[src/rtl/hazard_stall_ctrl.sv]
// hazard_stall_ctrl: central stall/flush controller for the 5-stage pipeline.
// Arbitrates load-use, memory-wait and taken-branch hazards into per-stage
// stall (hold) and flush (bubble) vectors, with a sticky memory-wait watchdog.
// Optional feature macro: STALL_PERF_CNT_EN builds a saturating 32-bit
// stall-cycle counter on perf_stall_cycles; otherwise that port is tied to 0.
module hazard_stall_ctrl #(
    parameter int unsigned NUM_STAGES = 5,
    parameter int unsigned ID_STG     = 1,
    parameter int unsigned EX_STG     = 2,
    parameter int unsigned MEM_STG    = 3,
    parameter int unsigned LOAD_LAT   = 1,
    parameter int unsigned MAX_STALL  = 15
) (
    input  logic                  clk,
    input  logic                  rst_n,
    input  logic                  load_use_hazard,
    input  logic                  mem_busy,
    input  logic                  branch_taken,
    output logic [NUM_STAGES-1:0] stall,
    output logic [NUM_STAGES-1:0] flush,
    output logic                  busy,
    output logic                  stall_timeout,
    output logic [31:0]           perf_stall_cycles
);

    localparam int unsigned LU_W = $clog2(LOAD_LAT + 1);
    localparam int unsigned WD_W = $clog2(MAX_STALL + 1);
    localparam int unsigned PERF_W = 32;

    typedef enum logic [1:0] {
        IDLE     = 2'd0,
        LU_STALL = 2'd1,
        MEM_WAIT = 2'd2
    } state_e;

    state_e              state_q, state_d;
    logic [LU_W-1:0]     lu_cnt_q, lu_cnt_d;
    logic [WD_W-1:0]     wd_cnt_q, wd_cnt_d;
    logic                ret_lu_q, ret_lu_d;
    logic                timeout_q, timeout_d;

    logic [NUM_STAGES-1:0] mem_stall_m, mem_flush_m;
    logic [NUM_STAGES-1:0] lu_stall_m, lu_flush_m;
    logic [NUM_STAGES-1:0] br_flush_m;
    logic [NUM_STAGES-1:0] stall_c, flush_c;
    logic                  eff_lu_c;

    // Constant per-hazard stage masks.
    always_comb begin
        mem_stall_m = '0;
        mem_flush_m = '0;
        lu_stall_m  = '0;
        lu_flush_m  = '0;
        br_flush_m  = '0;
        for (int unsigned i = 0; i < NUM_STAGES; i++) begin
            mem_stall_m[i] = (i <= MEM_STG);
            mem_flush_m[i] = (i == MEM_STG + 1);
            lu_stall_m[i]  = (i <= ID_STG);
            lu_flush_m[i]  = (i == EX_STG);
            br_flush_m[i]  = (i >= ID_STG) && (i <= EX_STG) && (i != 0);
        end
    end

    // Leaving MEM_WAIT resumes the interrupted state in the same cycle.
    assign eff_lu_c = (state_q == LU_STALL) || ((state_q == MEM_WAIT) && ret_lu_q);

    // Hazard arbitration: mem_busy > branch_taken > load-use.
    always_comb begin
        stall_c  = '0;
        flush_c  = '0;
        state_d  = state_q;
        lu_cnt_d = lu_cnt_q;
        ret_lu_d = ret_lu_q;
        if (mem_busy) begin
            stall_c = mem_stall_m;
            flush_c = mem_flush_m;
            state_d = MEM_WAIT;
            if (state_q != MEM_WAIT) begin
                ret_lu_d = (state_q == LU_STALL);
            end
        end else if (branch_taken) begin
            flush_c  = br_flush_m;
            state_d  = IDLE;
            lu_cnt_d = '0;
            ret_lu_d = 1'b0;
        end else if (eff_lu_c) begin
            stall_c  = lu_stall_m;
            flush_c  = lu_flush_m;
            ret_lu_d = 1'b0;
            if (lu_cnt_q <= LU_W'(1)) begin
                state_d  = IDLE;
                lu_cnt_d = '0;
            end else begin
                state_d  = LU_STALL;
                lu_cnt_d = lu_cnt_q - LU_W'(1);
            end
        end else if (load_use_hazard) begin
            stall_c  = lu_stall_m;
            flush_c  = lu_flush_m;
            ret_lu_d = 1'b0;
            if (LOAD_LAT > 1) begin
                state_d  = LU_STALL;
                lu_cnt_d = LU_W'(LOAD_LAT - 1);
            end else begin
                state_d = IDLE;
            end
        end else begin
            state_d  = IDLE;
            ret_lu_d = 1'b0;
        end
    end

    // Watchdog: counts consecutive mem_busy cycles, saturating at MAX_STALL.
    always_comb begin
        wd_cnt_d  = '0;
        timeout_d = timeout_q;
        if (mem_busy) begin
            wd_cnt_d = (wd_cnt_q == WD_W'(MAX_STALL)) ? wd_cnt_q : wd_cnt_q + WD_W'(1);
            if (wd_cnt_d == WD_W'(MAX_STALL)) begin
                timeout_d = 1'b1;
            end
        end
    end

    // Controller state registers.
    always_ff @(posedge clk) begin
        if (!rst_n) begin
            state_q   <= IDLE;
            lu_cnt_q  <= '0;
            wd_cnt_q  <= '0;
            ret_lu_q  <= 1'b0;
            timeout_q <= 1'b0;
        end else begin
            state_q   <= state_d;
            lu_cnt_q  <= lu_cnt_d;
            wd_cnt_q  <= wd_cnt_d;
            ret_lu_q  <= ret_lu_d;
            timeout_q <= timeout_d;
        end
    end

`ifdef STALL_PERF_CNT_EN
    logic [PERF_W-1:0] perf_q, perf_d;

    // Saturating count of cycles with any stage stalled.
    always_comb begin
        perf_d = perf_q;
        if ((|stall_c) && (perf_q != {PERF_W{1'b1}})) begin
            perf_d = perf_q + PERF_W'(1);
        end
    end

    // Performance counter register.
    always_ff @(posedge clk) begin
        if (!rst_n) begin
            perf_q <= '0;
        end else begin
            perf_q <= perf_d;
        end
    end

    assign perf_stall_cycles = rst_n ? perf_q : '0;
`else
    assign perf_stall_cycles = PERF_W'(0);
`endif

    // All outputs are held at zero while reset is asserted.
    assign stall         = rst_n ? stall_c : '0;
    assign flush         = rst_n ? flush_c : '0;
    assign busy          = rst_n && (state_q != IDLE);
    assign stall_timeout = rst_n && timeout_q;

endmodule

[config.mk]
export PLATFORM = sky130hd
export DESIGN_NAME = hazard_stall_ctrl
export DESIGN_NICKNAME = d
export VERILOG_FILES = /design/src/rtl/hazard_stall_ctrl.sv
export SDC_FILE = /design/constraint.sdc
export NUM_CORES = 1
export LEC_CHECK = 0
export ABC_AREA = 0
export CORE_MARGIN = 10
export CORE_UTILIZATION = 34
export DETAILED_ROUTE_END_ITERATION = 8
export PLACE_DENSITY = 0.84
export SYNTH_ARGS = -nofsm -noshare
export SYNTH_HDL_FRONTEND = slang
export SYNTH_SLANG_ARGS = --single-unit
[constraint.sdc]
create_clock -name clk -period 3.09 [get_ports clk]
set_input_delay 0.618 -clock clk [delete_from_list [all_inputs] [get_ports clk]]
set_output_delay 0.618 -clock clk [all_outputs]
set_load 0.005 [all_outputs]
=== Word level (Yosys, flattened, before mapping) ===
Index checks and enable logic that the tools add are counted.

* Bits in registers: 9
* Word-level logic and storage cells: 45
* Input port bits: 5

* Equality and inequality tests: 5
* Order comparisons: 1
* Add/subtract/negate cells: 2
* Bitwise operators: 3
* Reductions and logical operators: 10
* Muxes and demuxes: 18

{| class="wikitable"
|+ Operator list
! operator !! count
|-
| 2-to-1 mux 5 bit || 3
|-
| 2-to-1 mux 2 bit || 6
|-
| 2-to-1 mux 3 bit || 3
|-
| == test 4 bit, second input constant || 2
|-
| 2-to-1 mux 4 bit || 2
|-
| AND reduction 2 bit || 3
|-
| adder 4 x 1 -> 4 bit, second input constant || 1
|-
| 2-to-1 mux 1 bit || 4
|-
| nonzero test 2 bit || 2
|-
| OR reduction 4 bit || 1
|-
| logical AND 1 bit || 3
|-
| inverter 1 bit || 3
|-
| == test 2 x 1 -> 1 bit, second input constant || 1
|-
| == test 2 bit, second input constant || 1
|-
| != test 2 bit, second input constant || 1
|-
| less-or-equal comparator 1 bit, second input constant || 1
|-
| logical OR 1 bit || 1
|-
| subtractor 1 bit, second input constant || 1
|}

=== Logic depth before layout (Yosys ltp) ===
Gate-level depths: netlist (run 1).

* Depth in word-level cells: 7
* Gate-level depth with buffers: 4

=== Worst setup path after synthesis (run 1) ===
Ideal clock, no wire load.

* Kind: input to output
* Start: input port load_use_hazard
* End: output port stall[1]
* Cell stages on the path: 3
* Arrival time: 1.037 ns
* Path slack: 1.435 ns
* Path through: nor2b_1 > o21a_1 > buf_4

* Cells in the longest elaborated chain, start to end: 5

{| class="wikitable"
|+ RTL lines
! element !! line !! text
|-
| from (decl) || 16 || <nowiki>input logic load_use_hazard,</nowiki>
|-
| 2-to-1 mux 2 bit || 97 || <nowiki>end else if (load_use_hazard) begin</nowiki>
|-
| 2-to-1 mux 2 bit || 86 || <nowiki>end else if (eff_lu_c) begin</nowiki>
|-
| 2-to-1 mux 2 bit || 81 || <nowiki>end else if (branch_taken) begin</nowiki>
|-
| 2-to-1 mux 4 bit || 74 || <nowiki>if (mem_busy) begin</nowiki>
|-
| 2-to-1 mux 5 bit || 168 || <nowiki>assign stall = rst_n ? stall_c : '0;</nowiki>
|-
| to (decl) || 19 || <nowiki>output logic [NUM_STAGES-1:0] stall,</nowiki>
|}

No other way between the ends.

=== Worst setup path in the final report (run 1) ===
* Start: input port rst_n
* End: output port flush[2]

* Cells in the longest elaborated chain, start to end: 1

{| class="wikitable"
|+ RTL lines
! element !! line !! text
|-
| from (decl) || 15 || <nowiki>input logic rst_n,</nowiki>
|-
| 2-to-1 mux 5 bit || 169 || <nowiki>assign flush = rst_n ? flush_c : '0;</nowiki>
|-
| to (decl) || 20 || <nowiki>output logic [NUM_STAGES-1:0] flush,</nowiki>
|}

No other way between the ends.

==> results of run 1 <==
==> power by group <==
part	switching (mW)	leakage, nW	internal, mW
Clock	0.0290	0.0138	0.0440
Sequential	0.00190	0.0489	0.0796
Combinational	0.0221	0.249	0.0183
Total	0.0529	0.312	0.142
==> flip-flops by register name, summed over array words and instances (netlist names) <==
signal / flops
state_q: 1
wd_cnt_q: 4
timeout_q: 1
==> layout make-up <==
class	instances	area [um2]
multi-input combinational	61	302
timing repair buffer	13	130
sequential	6	120
inverter	2	7.51
tap	16	20.0
fill	158	975
clock buffer	3	22.5
==> routing by layer <==
layer,track usage,routed length [um],vias to the layer above
li1,-,-,186
met1,0.0426,437,158
met2,0.0893,416,39
met3,0.0391,270,4
met4,0.0478,25,0
met5,0,0,-
==> critical path, stage by stage <==
cell,delay [ps]
clkdlybuf4s50_1,550
nor3b_1,220
clkdlybuf4s50_1,540
==> path summary, 6_finish.rpt <==
| check | start | to | slack [ps] | depth (start not counted) |
|---|---|---|---|---|
| worst max-delay path | rst_n | flush[2] | 550 | 3 |
| worst min-delay path | wd_cnt_q[3] | wd_cnt_q[2] | 550 | 1 |
| worst max register to register | wd_cnt_q[0] | timeout_q | 1900 | 4 |
| worst min register to register | wd_cnt_q[3] | wd_cnt_q[2] | 550 | 1 |
==> logic make-up after synthesis <==
logic type / synth area share
buf+inv: 0.499
simple gates: 0.168
flops: 0.205
compound gates: 0.0512
mux: 0.0341
fa+ha+maj: 0.0213
other cells: 0.00639
xor+xnor: 0.0149
==> layout by cell type (no fill, tap or decap) <==
cell / instances
o21a_1: 2
clkbuf_4: 3
nand2b_1: 1
nor3b_1: 2
a31o_1: 1
nor2_1: 5
a31oi_1: 1
nand2_2: 2
nand2_1: 1
clkdlybuf4s50_1: 13
ha_1: 1
nor2b_1: 1
mux2i_1: 2
nand3_1: 2
conb_1: 35
dfxtp_1: 6
xnor2_1: 1
and3b_1: 1
nor3_1: 1
and2_1: 2
inv_1: 2
==> reports/metrics.cfg, run 1 <==
[status]
status=finished clean

[floorplan]
ios=49
core_area_um2=1580
dieArea_um2=3790
num_rows=14
initial_utilization=0.372
die_x_um=61.5
die_h_um=61.5

[route]
num_vias=387
wl_per_cell_um=11.4
routed_via_density=3.83
drt-total-wl_mm=1.15
drt_iter0_markers=1
drc=0
drt_pass1_iterations=2
ant_nets=0

[grt]
grt_pass1_wl_mm=1.46
grt_pass1_vias=331
antenna_found_initial=0
grt_max_degree=7
grt_usage=0.0545
grt-ovfl-total=0

[yosys]
syn_area_um2=587
ys_async_sr_fraction=0
yosysTopAreaCell=buf_4
ys_seq_elements=6
ys_seq_area_frac=0.205
yosys-top-cells-count=buf_4, dfxtp_1, nor2_1
synthDistinctLibCells=20
yosysMostFrequentCell=buf_4
yosys_warnings=0
synthCells=73
ys.flop_type=dfxtp_1
synthTopCellsByArea=buf_4, dfxtp_1, mux2i_1, nor2_1, nor3b_1
synth_edf_count=0
synth_top_area_frac=0.486
avgSynthCellArea_um2=8.04

[worst_setup_path]
worstPathArrival_ps=1930
crit_fanout=6
crit_path_start_kind=input pin
critPathKind=in -> out
worstPathRequired_ps=2470
cp-end-kind=output port

[sta]
fin_setup_tns_ps=0
fmaxAchievable_mhz=393
skew_ps=1.68
grt_setup_unrepaired=no
worst_slack_ps=546
post-route-min-period_ps=2540
slew_viol_final=0
whs_ps=547
setup_viol=0
final-hold-violation-count=0
finalCritPeriodShare=0.823

[clock_tree]
clock_latency_ps=240
numCtsBuffers=3
post_cts_buffers=0
cts_sinks=6
cts-root-buf=clkbuf_4
clockBufferDepth=2
h-tree-depth=1
clk_pin_slew_ps=50
cts-resized-gates=0
tritoncts=built
postCtsHoldBufs=0

[place]
port_buffers=13
dpl_worst_slack_ps=552
hpwl_mm=1.05
dpl_cell_area_um2=579
numPlacedInstances=98
gp_congestion=0.684

[layout]
n_antenna_cell=0
drive_gt1_frac=0.0588
fin_util=0.382
layoutNonFillerInstCount=101
nNetsFinal=93
fin_area_um2=602
area_delta_synth_final_pct=2.56

[power_and_ir_drop]
p_per_area_nw_per_um2=324
ir_worst_vdd_uv=128
power.total_mw=0.195
p_leak_nw=0.312

[run]
max-cap-violations=0

[worst_hold_path]
hold_class=reg -> reg

Power figures use the tool's default switching activity.
==> inputs of run 2 (changes only) <==
- CORE_UTILIZATION: 34 -> 31
- PLACE_DENSITY: 0.84 -> 0.78
- clock period: 3.09 -> 2.4 ns (I/O delays scaled with it)
==> run 2 against run 1 <==
Effect of this change: sequential power is 29% higher; sequential share of layout area is 0.37 points lower; final cell count is 8.9% higher; sequential cell count stayed put; total power is 29% higher; core utilization is 3.4 points lower; register-to-register slack worse by 680 ps; worst hold slack worse by 8.0 ps; clock skew is 0.93 ps lower; routed wire length is 0.44% higher; global-route usage is 0.14 points higher.
==> reports/metrics.cfg, run 2 (synthesis results as in run 1) <==
[grt]
grt_pass1_wl_mm=1.75
grt_pass1_vias=389
grt_max_degree=7
grt-ovfl-total=0
grt_usage=0.0559
antenna_found_initial=0

[clock_tree]
cts-root-buf=clkbuf_4
clk_pin_slew_ps=50
postCtsHoldBufs=0
clockBufferDepth=2
post_cts_buffers=0
h-tree-depth=1
cts-resized-gates=0
numCtsBuffers=3
clock_latency_ps=240
cts_sinks=6
tritoncts=built

[place]
gp_congestion=0.609
dpl_cell_area_um2=591
dpl_worst_slack_ps=140
port_buffers=13
hpwl_mm=1.03

[layout]
nNetsFinal=93
area_delta_synth_final_pct=4.48
reg_top3=wd_cnt_q (4), state_q (1), timeout_q (1)
final_cell_mix=conb_1, clkdlybuf4s50_1, dfxtp_1
fin_util=0.348
fin_area_um2=613
largest_reg_flops=4
largest-register=wd_cnt_q
n_antenna_cell=0
drive_gt1_frac=0.0588
fillers=197
layout_commonest_cell=conb_1

[power_and_ir_drop]
power.total_mw=0.251
power.share.switching=0.271
clkPwrFrac=0.376
p_per_area_nw_per_um2=409
ir_worst_vdd_uv=166
p_switching_mw=0.0680
p_leak_nw=0.312
power_frac_comb=0.205
seq_power_share=0.418
p_int_mw=0.183

[floorplan]
dieArea_um2=4030
num_rows=15
core_area_um2=1760
initial_utilization=0.333
ios=49
die_h_um=63.5
die_x_um=63.5

[worst_setup_path]
critPathKind=in -> out
cp_common_cell=clkdlybuf4s50_1
cp_slowest_cell=clkdlybuf4s50_1
cp-end-kind=output port
crit_path_start_kind=input pin
worstPathRequired_ps=1920
worstPathCellList=clkdlybuf4s50_1, nor3b_1, clkdlybuf4s50_1
max_stage_delay_ps=550
crit_fanout=6
worstPathArrival_ps=1780

[worst_hold_path]
hold_class=reg -> reg

[sta]
skew_ps=0.758
post-route-min-period_ps=2260
final-hold-violation-count=0
grt_setup_unrepaired=no
setup_viol=0
fin_setup_tns_ps=0
fmaxAchievable_mhz=443
finalCritPeriodShare=0.941
slew_viol_final=0
worst_slack_ps=143

[route]
routed_via_density=3.45
drt-total-wl_mm=1.15
drt_pass1_iterations=2
ant_nets=0
num_vias=379
wl_per_cell_um=10.5
drt_iter0_markers=1
drc=0

[run]
max-cap-violations=0

[status]
status=finished clean

==> run 2: cell counts in the layout (fill, tap and decap cells not counted) <==
No cell type changed its count.
==> run 2: through the flow <==
step	hold slack, ps	cells
floorplan	499	107
global placement	534	107
detailed placement	532	107
CTS	543	110
global route	588	110
finish	539	110
==> run 2: metal layers <==
layer / share of wire / track usage / up-vias
met5: 0 / 0 / -
met4: 0.0069 / 0.0492 / 0
met3: 0.14 / 0.0459 / 2
met2: 0.45 / 0.0791 / 29
met1: 0.40 / 0.0498 / 163
li1: - / - / 185
==> run 2: layout make-up <==
| cell class | instances | area, um2 | area share |
|---|---|---|---|
| multi-input combinational | 61 | 302 | 0.492 |
| timing repair buffer | 13 | 130 | 0.212 |
| sequential | 6 | 120 | 0.196 |
| tap | 25 | 31.3 | 0.0510 |
| clock buffer | 3 | 22.5 | 0.0367 |
| inverter | 2 | 7.51 | 0.0122 |
==> run 2: worst max-delay path: cells and delay by family <==
family | cells | cell delay [ps]
AND/OR/NAND/NOR | 1 | 210
buffers and inverters | 2 | 1090
==> run 2: final timing paths <==
| path | from | endpoint | slack [ps] | cells after the start |
|---|---|---|---|---|
| setup reg to reg | wd_cnt_q[0] | timeout_q | 1220 | 4 |
| setup / recovery | rst_n | flush[2] | 140 | 3 |
| hold / removal | timeout_q | timeout_q | 540 | 2 |
| hold reg to reg | timeout_q | timeout_q | 540 | 2 |
==> run 2: power groups by stage <==
| stage | Sequential, mW | Combinational (mW) | Clock [mW] |
|---|---|---|---|
| 6_report | 0.105 | 0.0515 | 0.0944 |
| 5_1_grt | 0.105 | 0.0588 | 0.108 |
| 2_1_floorplan | 0.106 | 0.0699 | 0 |
| 4_1_cts | 0.105 | 0.0491 | 0.0994 |
| 3_3_place_gp | 0.107 | 0.0482 | 0 |
| 3_5_place_dp | 0.107 | 0.0489 | 0 |
